**src/rtl/wr_en_register_pkg.sv**
```systemverilog
// wr_en_register_pkg
//   Shared constants for the write-enabled storage register.
//   WR_EN_REG_W_DEFAULT : default data width used when an instance does not
//                         override W.
package wr_en_register_pkg;

  localparam int unsigned WR_EN_REG_W_DEFAULT = 16;

endpackage : wr_en_register_pkg

```
**src/rtl/wr_en_register_reg_bit.sv**
```systemverilog
// reg_bit
//   One storage bit: a D flop with asynchronous active-low reset, a load
//   enable and a per-bit reset value.
// Ports
//   clk        in  1  clock, rising-edge active
//   rst_n      in  1  asynchronous active-low reset
//   i_en       in  1  load enable, sampled at rising clk
//   i_d        in  1  data to load
//   i_rst_val  in  1  value taken while rst_n=0 (a constant tie-off)
//   o_q        out 1  stored bit, straight from the flop
module reg_bit (
  input  logic clk,
  input  logic rst_n,
  input  logic i_en,
  input  logic i_d,
  input  logic i_rst_val,
  output logic o_q
);

  logic r_q;

  // An X/Z enable falls through the if and holds the bit.
  always_ff @(posedge clk or negedge rst_n) begin
    if (!rst_n) begin
      r_q <= i_rst_val;
    end else if (i_en) begin
      r_q <= i_d;
    end
  end

  assign o_q = r_q;

endmodule : reg_bit

```
**src/rtl/wr_en_register.sv**
```systemverilog
// wr_en_register
//   W-bit storage register with synchronous write enable. Loads d_i on a
//   rising clk edge when wr_en=1, otherwise holds. Asynchronous active-low
//   reset forces RESET_VAL. Built as W independent reg_bit flops so each
//   bit maps one-to-one onto a library enable flop.
// Parameters
//   W          data width (>=1)
//   RESET_VAL  value forced onto d_o while rst_n=0
// Ports
//   clk    in  1  clock, rising-edge active
//   rst_n  in  1  asynchronous active-low reset
//   wr_en  in  1  write enable, sampled at rising clk
//   d_i    in  W  write data, sampled at rising clk
//   d_o    out W  stored value, driven directly from flops
module wr_en_register
  import wr_en_register_pkg::*;
#(
  parameter int unsigned       W         = WR_EN_REG_W_DEFAULT,
  parameter logic [W-1:0]      RESET_VAL = '0
) (
  input  logic         clk,
  input  logic         rst_n,
  input  logic         wr_en,
  input  logic [W-1:0] d_i,
  output logic [W-1:0] d_o
);

  logic [W-1:0] w_q;

  genvar gi;
  generate
    for (gi = 0; gi < W; gi++) begin : g_bit
      reg_bit u_bit (
        .clk       (clk),
        .rst_n     (rst_n),
        .i_en      (wr_en),
        .i_d       (d_i[gi]),
        .i_rst_val (RESET_VAL[gi]),
        .o_q       (w_q[gi])
      );
    end
  endgenerate

  // No logic between the flops and the output: d_o cannot follow d_i/wr_en.
  assign d_o = w_q;

endmodule : wr_en_register

```
**config.mk**
```make
export PLATFORM = sky130hd
export DESIGN_NAME = wr_en_register
export DESIGN_NICKNAME = d
export VERILOG_FILES = /design/src/rtl/wr_en_register_pkg.sv /design/src/rtl/wr_en_register_reg_bit.sv /design/src/rtl/wr_en_register.sv
export SDC_FILE = /design/constraint.sdc
export NUM_CORES = 1
export LEC_CHECK = 0
export ABC_AREA = 1
export ABC_CLOCK_PERIOD_IN_PS = 1100
export CAP_MARGIN = 20
export CELL_PAD_IN_SITES_DETAIL_PLACEMENT = 2
export CELL_PAD_IN_SITES_GLOBAL_PLACEMENT = 2
export CORE_MARGIN = 1
export CORE_UTILIZATION = 24
export CTS_CLUSTER_DIAMETER = 200
export DETAILED_ROUTE_END_ITERATION = 12
export PLACE_DENSITY_LB_ADDON = 0.1
export SLEW_MARGIN = 20
export SYNTH_ARGS = -nofsm -noshare
export SYNTH_HDL_FRONTEND = slang
export SYNTH_SLANG_ARGS = --single-unit
```
**constraint.sdc**
```tcl
create_clock -name clk -period 1.1 [get_ports clk]
set_input_delay 0.165 -clock clk [delete_from_list [all_inputs] [get_ports clk]]
set_output_delay 0.165 -clock clk [all_outputs]
set_load 0.005 [all_outputs]
```
==> results.env <==
HOLD-WORST-SLACK_PS=191.1
RR_WORST_DEPTH=4
WORST_EP_REQUIRED_TIME_PS=940
WORST_EP_ARRIVAL_TIME_PS=880
FIRSTDRTPASSITERS=3
WORST_SETUP_PATH_END_KIND='primary output'
GRT_USE_TOTAL=0.1175
CTS_HTREE_LEVELS=1
DIE-WIDTH_UM=58.44
SYNTH_SEQUENTIAL_AREA_RATIO=0.5237
TIMING.CRITICAL_PATH.FROM_TYPE='register'
OUTCOME='completed'
VIA_COUNT_OF_THE_FIRST_GLOBAL_ROUTING_PASS=637
DIE_AREA_MM2=0.003415
SYNTH_XOR_XNOR_AREA_SHARE=0
P_LEAK_uW=0.0005612
LARGEST_REGISTER_FFS=16
POST_DRT_VIA_CELL_RATIO=3.786
CP_SLOWEST_CELL='dfrtp_1'
CP_SLOWEST_STAGE_DELAY_PS=400
FINAL_NETS=136
HP-CLASS='in2async'
POST_SYNTH_MUX_AREA_SHARE=0
CTSROOTBUFFERMASTER='clkbuf_4'
PORTBUFFERS=34
GRT_START_MAX_NET_PINS=17
CLKLATENCYLATEPIN_PS=280
LAYOUT_SETUP_WS_PS=50.27
CELL_ROWS=20
CTS_HOLD_BUFFERS=0
YS_WARN_COUNT=0
DP_HPWL_MM=1.242
CLK_PIN_SLEW_PS=90
START_UTIL=0.2525
PATH_CELLS='clkdlybuf4s15_1'
PATH_BUF_INV=1
SYNTH-COMPOUND-AREA-SHARE=0
TIMING.SLEW.HEADROOM=0.8560
YOSYS.AREA_SHARE.ADDER=0
DPL_WORST_SLACK_PS=-47.36
TRITONCTS_NUM_SINKS=16
WORST_PATH_DOMINANT_CELL_FAMILY='flip-flops'
SYNTH-SEQ-CELLS=16
POST-LAYOUT-TOTAL-POWER_uW=1270
SYNTH_TOP_FAMILY_BY_AREA='simple AND/OR/NAND/NOR gates'
POST_SYNTH_CELL_TYPES=7
REMAINING_DRC_ERRORS=0
CTS.PATH.MAX_BUFFERS=2
FINALSETUPVIOLCOUNT=0
PWR_DENSITY_CELL_mW_PER_MM2=1142
FINAL_MIN_PERIOD_OVER_CLOCK_PERIOD=0.9543
FINALSETUPTNS_PS=0
INITIAL_ANTENNA_VIOLATION_COUNT=0
CTS_TREE='built'
FINALCLOCKSKEW_PS=0
GRT.OVERFLOW.TOTAL=0
CORE_REGION_AREA_MM2=0.003028
GLOBALPLACE.CONGESTION=0.5602
DRV_CAP=0
SYNTH_AREA_PER_CELL_UM2=9.101
CRITICAL_PATH_CELL_COUNT=1
POST_ROUTE_CELLS_DRIVE_ABOVE_1_SHARE=0.2000
NUM_ANTENNA_CELLS=0
SYNTHESIS.INSTANCES=84
DRT_ITER0_DRC=5
AREA_DELTA_SYNTH_FINAL_PCT=45.50
DIE_HEIGHT_UM=58.44
FINAL-HOLD-VIOLATION-COUNT=0
TOTAL_STANDARD_CELL_AREA_AFTER_SYNTHESIS_UM2=764.5
ANT_NETS=0
FINAL_CORE_UTILIZATION=0.3674
SYN_NETS=103
IOPINCOUNT=35
DR_TOTAL_VIAS=602
VDD.IR_DROP.WORST_mV=0.5926
GRT_PASS1_WL_MM=2.835
SYNTHSIMPLEGATEAREAFRAC=0.2520
MAX_SLEW.WORST_PIN.SLEW_PS=215.9
MIN_PERIOD_PS=1050
WORSTPATHMAXFANOUT=2
RSZ0062_AT_GRT='false'
TIMING.SETUP.CRITICAL_PATH_CLASS='reg2out'
SLEW_VIOL_FINAL=0
REGTOREGSETUPSLACK_PS=260
WL_MM=1.743
CTS_INSERTED_BUFFERS=3
DRT-WIRELENGTH-PER-CELL_UM=10.96
MAX_FREQ_MHz=952.6
-- kinds of logic (layout without fill, tap and decap cells) --
family	after synthesis	count (layout)
flops	16	16
simple gates	48	48
buf+inv	20	51
-- cell type report --
cell class / instances / area (um^2)
Fill cell: 356 / 1916
Timing Repair Buffer: 47 / 432.9
Sequential cell: 16 / 400.4
Multi-Input combinational cell: 48 / 192.7
Tap cell: 44 / 55.05
Clock buffer: 3 / 22.52
Inverter: 1 / 8.758
-- cell usage in the layout (no fill, tap or decap) --
master,count
nand2_2,5
buf_4,13
dfrtp_1,16
inv_6,1
nand2_1,43
clkbuf_2,1
clkdlybuf4s15_1,15
clkbuf_4,3
clkdlybuf4s50_1,18
-- timing repair --
item | 4_1_cts | 5_1_grt
setup endpoints to repair | 16 | 4
endpoints found under the hold margin | 0 | 0
pin swaps | 0 | 0
gates resized for setup | 32 | 1
buffers inserted | 7 | 3
-- metrics by stage --
stage / cells / instance area (um^2)
after CTS: 156 / 1095
after global placement: 146 / 1020
after detailed placement: 146 / 1020
after floorplan: 84 / 764.5
final: 159 / 1112
after global routing: 159 / 1112
-- Yosys cell counts, drive strengths merged --
cell,n,area [um^2]
buf,19,162.7
dfrtp,16,400.4
inv,1,8.760
nand2,48,192.7
-- per-layer routing --
layer,GRT usage,up-vias,share of wire
met2,0.2053,22,0.50
li1,-,297,-
met1,0.1326,281,0.42
met3,0.04835,2,0.065
met4,0.03061,0,0.010
met5,0,-,0
-- where the power goes --
group          switching [uW]  leakage, uW  internal (uW)
Clock                     181    0.0000138            127
Combinational             110     0.000352            185
Sequential               26.6     0.000195            640
-- final timing paths --
path,startpoint,end
hold reg to reg,g_bit[9].u_bit.o_q,g_bit[9].u_bit.o_q
setup / recovery,g_bit[2].u_bit.o_q,d_o[2]
min in group clk,d_i[4],g_bit[4].u_bit.o_q
setup reg to reg,g_bit[11].u_bit.o_q,g_bit[11].u_bit.o_q
max in group asynchronous,rst_n,g_bit[0].u_bit.o_q
hold / removal,rst_n,g_bit[4].u_bit.o_q
-- worst reg2reg max path, stage by stage, from the launching register on --
cell,delay (ps)
dfrtp_1,390
buf_4,130
buf_4,120
nand2_2,50
nand2_1,50
Note: power is estimated with default switching activity, not from simulation.
